$ cat src/rtl/avmm_wr_burst_arbiter_if.sv
// Bus bundle for the two-requester AVMM write arbiter: the requester-facing s_* side,
// the memory-facing m_* side and the response-underflow flag.
interface avmm_wr_burst_arbiter_if #(
  parameter int AVMM_ADDR_WIDTH     = 32,
  parameter int AVMM_DATA_WIDTH     = 512,
  parameter int AVMM_BURSTCNT_WIDTH = 7
);
  localparam int BE_WIDTH = AVMM_DATA_WIDTH / 8;

  logic [1:0]                          s_write;
  logic [1:0][AVMM_ADDR_WIDTH-1:0]     s_address;
  logic [1:0][AVMM_DATA_WIDTH-1:0]     s_writedata;
  logic [1:0][BE_WIDTH-1:0]            s_byteenable;
  logic [1:0][AVMM_BURSTCNT_WIDTH-1:0] s_burstcount;
  logic [1:0]                          s_waitrequest;
  logic [1:0]                          s_writeack;

  logic                                m_write;
  logic [AVMM_ADDR_WIDTH-1:0]          m_address;
  logic [AVMM_DATA_WIDTH-1:0]          m_writedata;
  logic [BE_WIDTH-1:0]                 m_byteenable;
  logic [AVMM_BURSTCNT_WIDTH-1:0]      m_burstcount;
  logic                                m_waitrequest;
  logic                                m_writeresponsevalid;

  logic                                resp_underflow;

  // The arbiter itself.
  modport slave (
    input  s_write, s_address, s_writedata, s_byteenable, s_burstcount,
    input  m_waitrequest, m_writeresponsevalid,
    output s_waitrequest, s_writeack,
    output m_write, m_address, m_writedata, m_byteenable, m_burstcount,
    output resp_underflow
  );

  // The surrounding system: requesters plus the memory channel.
  modport master (
    output s_write, s_address, s_writedata, s_byteenable, s_burstcount,
    output m_waitrequest, m_writeresponsevalid,
    input  s_waitrequest, s_writeack,
    input  m_write, m_address, m_writedata, m_byteenable, m_burstcount,
    input  resp_underflow
  );
endinterface

$ cat src/rtl/avmm_wr_burst_arbiter.sv
// Round-robin whole-burst write arbiter for two AVMM requesters; a tag FIFO remembers
// who owns each issued burst so per-burst write responses become per-word acks.
module avmm_wr_burst_arbiter #(
  parameter int AVMM_ADDR_WIDTH     = 32,
  parameter int AVMM_DATA_WIDTH     = 512,
  parameter int AVMM_BURSTCNT_WIDTH = 7,
  parameter int TAG_FIFO_DEPTH      = 64
) (
  input  logic                    clk,
  input  logic                    reset,
  avmm_wr_burst_arbiter_if.slave  bus
);
  localparam int BCW      = AVMM_BURSTCNT_WIDTH;
  localparam int PTR_W    = $clog2(TAG_FIFO_DEPTH);
  localparam int CNT_W    = PTR_W + 1;
  localparam int ACK_W    = BCW + PTR_W;
  localparam int BE_WIDTH = AVMM_DATA_WIDTH / 8;

  typedef enum logic {IDLE, BURST} state_t;

  typedef struct packed {
    logic           id;
    logic [BCW-1:0] bc;
  } tag_t;

  state_t                     state, state_nx;
  logic                       owner, owner_nx;
  logic                       last_grant, last_grant_nx;
  logic [BCW-1:0]             beats_left, beats_left_nx;

  logic                       winner;
  logic                       sel;
  logic                       push;
  logic                       pop;
  logic                       fifo_full;
  logic                       blocked;

  tag_t                       tag_mem [TAG_FIFO_DEPTH];
  tag_t                       head;
  logic [PTR_W-1:0]           wr_ptr, rd_ptr;
  logic [CNT_W-1:0]           tag_count;

  logic [1:0][ACK_W-1:0]      ack_cnt;
  logic [1:0][ACK_W-1:0]      ack_add;
  logic                       underflow_q;

  logic [AVMM_ADDR_WIDTH-1:0] sel_address;
  logic [AVMM_DATA_WIDTH-1:0] sel_writedata;
  logic [BE_WIDTH-1:0]        sel_byteenable;

  // The requester that did not win last time gets priority if it is asking.
  assign winner = bus.s_write[~last_grant] ? ~last_grant : last_grant;
  assign sel    = (state == BURST) ? owner : winner;

  assign sel_address    = bus.s_address[sel];
  assign sel_writedata  = bus.s_writedata[sel];
  assign sel_byteenable = bus.s_byteenable[sel];

  assign bus.m_address    = sel_address;
  assign bus.m_writedata  = sel_writedata;
  assign bus.m_byteenable = sel_byteenable;
  assign bus.m_burstcount = bus.s_burstcount[sel];

  assign fifo_full = (tag_count == CNT_W'(TAG_FIFO_DEPTH));
  assign pop       = bus.m_writeresponsevalid && (tag_count != '0);
  // A pop in the same cycle frees the slot, so a full FIFO still admits a new burst then.
  assign blocked   = fifo_full && !bus.m_writeresponsevalid;
  assign head      = tag_mem[rd_ptr];

  always_comb begin
    // NOTE: every signal written here gets a default first, so no branch can infer a latch.
    bus.m_write       = 1'b0;
    bus.s_waitrequest = 2'b11;
    state_nx          = state;
    owner_nx          = owner;
    last_grant_nx     = last_grant;
    beats_left_nx     = beats_left;
    push              = 1'b0;
    if (!reset) begin
      case (state)
        IDLE: begin
          if (!blocked && (|bus.s_write)) begin
            bus.m_write                   = 1'b1;
            bus.s_waitrequest[winner]     = bus.m_waitrequest;
            if (!bus.m_waitrequest) begin
              push = 1'b1;
              if (bus.s_burstcount[winner] <= BCW'(1)) begin
                last_grant_nx = winner;
              end else begin
                state_nx      = BURST;
                owner_nx      = winner;
                beats_left_nx = bus.s_burstcount[winner] - BCW'(1);
              end
            end
          end
        end
        BURST: begin
          bus.m_write              = bus.s_write[owner];
          bus.s_waitrequest[owner] = bus.m_waitrequest;
          if (bus.s_write[owner] && !bus.m_waitrequest) begin
            beats_left_nx = beats_left - BCW'(1);
            if (beats_left == BCW'(1)) begin
              state_nx      = IDLE;
              last_grant_nx = owner;
            end
          end
        end
        default: ;
      endcase
    end
  end

  always_ff @(posedge clk) begin
    // NOTE: sequential state uses non-blocking assignments so all flops see pre-edge values.
    if (reset) begin
      state      <= IDLE;
      owner      <= 1'b0;
      last_grant <= 1'b1;
      beats_left <= '0;
    end else begin
      state      <= state_nx;
      owner      <= owner_nx;
      last_grant <= last_grant_nx;
      beats_left <= beats_left_nx;
    end
  end

  // NOTE: the tag storage is not reset; tag_count alone decides which entries are live.
  always_ff @(posedge clk) begin
    if (push) tag_mem[wr_ptr] <= '{id: sel, bc: bus.m_burstcount};
  end

  always_comb begin
    for (int i = 0; i < 2; i++) begin
      ack_add[i] = (pop && (head.id == 1'(i))) ? ACK_W'(head.bc) : '0;
    end
  end

  always_ff @(posedge clk) begin
    if (reset) begin
      wr_ptr      <= '0;
      rd_ptr      <= '0;
      tag_count   <= '0;
      ack_cnt     <= '0;
      underflow_q <= 1'b0;
    end else begin
      if (push) wr_ptr <= wr_ptr + PTR_W'(1);
      if (pop)  rd_ptr <= rd_ptr + PTR_W'(1);
      if (push && !pop)      tag_count <= tag_count + CNT_W'(1);
      else if (!push && pop) tag_count <= tag_count - CNT_W'(1);
      if (bus.m_writeresponsevalid && !pop) underflow_q <= 1'b1;
      // Credit and drain can land together; the counter is wide enough never to wrap.
      for (int i = 0; i < 2; i++) begin
        ack_cnt[i] <= ack_cnt[i] + ack_add[i] - ACK_W'(ack_cnt[i] != '0);
      end
    end
  end

  assign bus.s_writeack[0]  = |ack_cnt[0];
  assign bus.s_writeack[1]  = |ack_cnt[1];
  assign bus.resp_underflow = underflow_q;
endmodule

$ cat src/flat_wrapper.sv
// flat-port wrapper written by rule: the top's interface ports become plain ports
module avmm_wr_burst_arbiter_flat 
#(
  parameter int AVMM_ADDR_WIDTH     = 32,
  parameter int AVMM_DATA_WIDTH     = 512,
  parameter int AVMM_BURSTCNT_WIDTH = 7,
  parameter int TAG_FIFO_DEPTH      = 64
)
  (clk, reset, bus_s_write, bus_s_address, bus_s_writedata, bus_s_byteenable, bus_s_burstcount, bus_m_waitrequest, bus_m_writeresponsevalid, bus_s_waitrequest, bus_s_writeack, bus_m_write, bus_m_address, bus_m_writedata, bus_m_byteenable, bus_m_burstcount, bus_resp_underflow);
  avmm_wr_burst_arbiter_if #(.AVMM_ADDR_WIDTH(AVMM_ADDR_WIDTH), .AVMM_DATA_WIDTH(AVMM_DATA_WIDTH), .AVMM_BURSTCNT_WIDTH(AVMM_BURSTCNT_WIDTH)) bus_i ();
  input  logic clk;
  input  logic reset;
  input wire logic [$bits(bus_i.s_write)-1:0] bus_s_write;
  input wire logic [$bits(bus_i.s_address)-1:0] bus_s_address;
  input wire logic [$bits(bus_i.s_writedata)-1:0] bus_s_writedata;
  input wire logic [$bits(bus_i.s_byteenable)-1:0] bus_s_byteenable;
  input wire logic [$bits(bus_i.s_burstcount)-1:0] bus_s_burstcount;
  input wire logic [$bits(bus_i.m_waitrequest)-1:0] bus_m_waitrequest;
  input wire logic [$bits(bus_i.m_writeresponsevalid)-1:0] bus_m_writeresponsevalid;
  output wire logic [$bits(bus_i.s_waitrequest)-1:0] bus_s_waitrequest;
  output wire logic [$bits(bus_i.s_writeack)-1:0] bus_s_writeack;
  output wire logic [$bits(bus_i.m_write)-1:0] bus_m_write;
  output wire logic [$bits(bus_i.m_address)-1:0] bus_m_address;
  output wire logic [$bits(bus_i.m_writedata)-1:0] bus_m_writedata;
  output wire logic [$bits(bus_i.m_byteenable)-1:0] bus_m_byteenable;
  output wire logic [$bits(bus_i.m_burstcount)-1:0] bus_m_burstcount;
  output wire logic [$bits(bus_i.resp_underflow)-1:0] bus_resp_underflow;
  assign bus_i.s_write = bus_s_write;
  assign bus_i.s_address = bus_s_address;
  assign bus_i.s_writedata = bus_s_writedata;
  assign bus_i.s_byteenable = bus_s_byteenable;
  assign bus_i.s_burstcount = bus_s_burstcount;
  assign bus_i.m_waitrequest = bus_m_waitrequest;
  assign bus_i.m_writeresponsevalid = bus_m_writeresponsevalid;
  assign bus_s_waitrequest = bus_i.s_waitrequest;
  assign bus_s_writeack = bus_i.s_writeack;
  assign bus_m_write = bus_i.m_write;
  assign bus_m_address = bus_i.m_address;
  assign bus_m_writedata = bus_i.m_writedata;
  assign bus_m_byteenable = bus_i.m_byteenable;
  assign bus_m_burstcount = bus_i.m_burstcount;
  assign bus_resp_underflow = bus_i.resp_underflow;
  avmm_wr_burst_arbiter #(.AVMM_ADDR_WIDTH(AVMM_ADDR_WIDTH), .AVMM_DATA_WIDTH(AVMM_DATA_WIDTH), .AVMM_BURSTCNT_WIDTH(AVMM_BURSTCNT_WIDTH), .TAG_FIFO_DEPTH(TAG_FIFO_DEPTH)) u_core (.clk(clk), .reset(reset), .bus(bus_i));
endmodule
$ cat config.mk
export PLATFORM = sky130hd
export DESIGN_NAME = avmm_wr_burst_arbiter_flat
export DESIGN_NICKNAME = d
export VERILOG_FILES = /design/src/rtl/avmm_wr_burst_arbiter_if.sv /design/src/rtl/avmm_wr_burst_arbiter.sv /design/src/flat_wrapper.sv
export SDC_FILE = /design/constraint.sdc
export NUM_CORES = 2
export LEC_CHECK = 0
export CAP_MARGIN = 0
export CORE_AREA = 10 10 705 707
export CTS_CLUSTER_SIZE = 25
export DETAILED_ROUTE_END_ITERATION = 8
export DIE_AREA = 0 0 715 717
export PLACE_DENSITY_LB_ADDON = 0.25
export SLEW_MARGIN = 20
export SYNTH_ARGS = -nofsm -noshare
export SYNTH_HDL_FRONTEND = slang
export SYNTH_SLANG_ARGS = --single-unit
$ cat constraint.sdc
create_clock -name clk -period 5.5 [get_ports clk]
set_clock_uncertainty 0.15 [all_clocks]
set_input_delay 1.375 -clock clk [delete_from_list [all_inputs] [get_ports clk]]
set_output_delay 1.375 -clock clk [all_outputs]
set_load 0.02 [all_outputs]
==> run summary <==
Finished Layout Cells -> 11310
sw frac -> 38.50%
overflow left after global routing -> 0
total track usage -> 20.20%
CP peak stage delay -> 0.51 ns
CTS Buf Count -> 71
Hold WS -> 0.3322 ns
CP cell instances -> dlygate4sd2_1 -> nand2_1 -> nand2_1 -> o21ai_4 -> buf_12 -> buf_12 -> buf_12 -> buf_4 -> mux2_2 -> buf_12
initial antenna violation count -> 521
Seq/Total Area, Yosys -> 52.16%
Die X -> 715 µm
slowest CP cell -> mux2_2
Core ar. -> 0.4818 mm²
Least-Margin Pin Slew -> 1.103 ns
share of synthesized registers carrying an async set or reset -> 0%
share of cells above drive strength 1 -> 36.42%
Pwr per Cell Area -> 303.3 mW/mm²
most numerous cell on the critical path -> buf_12
Hold Crit Class -> reg2reg
CTS tree -> yes
Initial Utilization -> 6.612%
Vias/cell -> 2.928
Fillers -> 54480
Synth Instances -> 2193
Crit Path Max Fanout -> 22
DP HPWL -> 508.2 mm
die area -> 0.5127 mm²
Seq pwr share -> 26.3%
Avg Cell Area, Syn -> 14.53 µm²
Setup Crit Path Kind -> in2out
period utilization -> 99.82%
FMAX -> 0.1821 GHz
Cell Area, Synth -> 0.03186 mm²
Max Slew Vio Count -> 0
CP required -> 3.97 ns
CP arrival -> 3.97 ns
Post-layout nets -> 5585
NetSw -> 0.007463 W
placed inst area -> 0.06022 mm²
Peak supply drop -> 0.2071 mV
Yosys top cell by area -> edfxtp_1
final hold vios -> 0
WL met2 -> 261.0 mm
Syn-to-layout area delta -> 100.6%
Inst Count DP -> 10640
DRC Markers -> 0
DR pass1 iterations -> 5
number of global-route vias before repair -> 31460
top sig layer -> met5
WL per Instance -> 48.12 µm
total leakage power -> 20.99 nW
IO buf count -> 1856
# IOs -> 1857
RSZ-0062 raised after global routing -> true
Die Height -> 717 µm
Design Area, Final -> 0.06391 mm²
max-cap violations -> 0
Clock Sink Count -> 574
combinational share of power -> 50.3%
Net Count, Synth -> 3486
total power -> 0.01938 W
num rows -> 255
top cells by area, synth -> edfxtp_1, mux2_2, mux4_2
top cell type's share of synthesized area -> 48.26%
RePlAce Congestion -> 1.089
Initial DRC Count -> 2624
most frequent cell after synthesis -> mux2_2
clock power share -> 23.3%
first-pass GRT wire length -> 611.6 mm
Clock Tree Buf Depth -> 3
Clk Latency, worst-skew pair -> 0.63 ns
status -> complete, no violations
H-Tree Depth -> 3
Top FF cell, synth -> edfxtp_1
largest net degree at the start of global routing -> 64
wirelength, routed -> 544.3 mm
Ys Warns -> 0
WL met3 -> 62.05 mm
post-route ant nets -> 0
clock period minus worst slack -> 5.490 ns
number of synthesized flops with an enable pin -> 512
Setup crit end kind -> output pin
via count -> 33120
setup violators final -> 0
Cell variety after synth -> 81
Worst-path clk slew -> 0.05 ns
flops & latches, synth -> 574
crit start category -> input port
met1 wire length -> 196.6 mm
P_int -> 0.01192 W
slew margin rel. -> 26.26%
top post-synthesis cells by count -> mux2_2, edfxtp_1, nor2_1
Root Buffer -> clkbuf_16
[layout by cell type (no fill, tap or decap), drive strengths merged, types with 40 or more instances in the layout]
cell              n
ha               54
mux4            107
inv              72
dfxtp            62
buf             722
mux2            630
edfxtp          512
nand2            50
clkdlybuf4s50  1418
diode           542
mux2i            66
a21oi            40
clkbuf           91
nor2            146
[cell type report]
class | count | area [µm²] | area share, %
flip-flops and latches | 574 | 16630 | 26.02
diodes | 542 | 1356 | 2.122
repair buffers | 2165 | 21260 | 33.26
clock inverters | 34 | 295.3 | 0.4620
multi-input cells | 1412 | 14170 | 22.18
inverters | 68 | 255.2 | 0.3994
well taps | 6425 | 8039 | 12.58
clock buffers | 91 | 1904 | 2.980
[flip-flops by register name, summed over array words and instances (netlist names), named ones only]
signal / cells
u_core.owner: 1
u_core.wr_ptr: 6
u_core.ack_cnt: 26
u_core.last_grant: 1
u_core.state: 1
u_core.bus.resp_underflow: 1
u_core.beats_left: 7
u_core.tag_mem: 512
u_core.rd_ptr: 6
u_core.tag_count: 7
[metrics by stage]
step	utilization, %	setup TNS (ns)	setup slack (ns)
2_1_floorplan	-	0	0.7910
3_3_place_gp	12.50	-116.77	-0.5156
3_5_place_dp	12.50	-98.97	-0.4738
4_1_cts	12.96	0	0.02631
5_1_grt	13.14	-0.02902	-0.01112
6_report	13.26	0	0.009917
[metal layers]
| metal | up-vias | track usage, % |
|---|---|---|
| li1 | 13340 | - |
| met1 | 16330 | 21.39 |
| met2 | 2336 | 34.84 |
| met3 | 889 | 10.29 |
| met4 | 232 | 6.199 |
| met5 | - | 0.7398 |
[cells by family after synthesis]
family / after synthesis / synth area share [%]
AOI/OAI and AO/OA: 190 / 4.195
xor gates and xnor gates: 32 / 0.8798
adders and majority gates: 57 / 2.310
buffers and inverters: 207 / 3.401
DFF: 574 / 52.16
muxes: 803 / 31.97
and+or+nand+nor: 330 / 5.086
[critical path: cells and delay by family]
family                 cells  cell delay, ns
AND/OR/NAND/NOR            2            0.26
multiplexers               1            0.51
AO/OA/AOI/OAI              1            0.23
buffers and inverters      6            1.43
[power by group through the flow]
stage | Sequential, W | Combinational, W | Clock, W
CTS | 0.00514 | 0.00988 | 0.00466
floorplan | 0.00513 | 0.00429 | 0
global route | 0.00512 | 0.0102 | 0.00483
detailed placement | 0.00523 | 0.00983 | 0
finish | 0.00510 | 0.00976 | 0.00452
global placement | 0.00523 | 0.00987 | 0
[timing repair]
action | CTS | global route
hold buffers | 0 | 0
gates resized for setup | 8 | 23
pin swaps | 0 | 0
buffers inserted | 0 | 6
endpoints found under the setup margin | 455 | 25
hold endpoints to repair | 0 | 0
[path summary, 6_finish.rpt]
| check | start | endpoint | slack, ns | depth (start not counted) |
|---|---|---|---|---|
| setup / recovery | bus_s_write[0] | bus_m_writedata[474] | 0.01 | 10 |
| hold / removal | u_core.beats_left[2] | u_core.beats_left[2] | 0.33 | 2 |
| setup reg to reg | flip-flop | u_core.ack_cnt[11] | 0.39 | 18 |
| hold reg to reg | u_core.beats_left[2] | u_core.beats_left[2] | 0.33 | 2 |
Note: power is estimated with default switching activity, not from simulation.
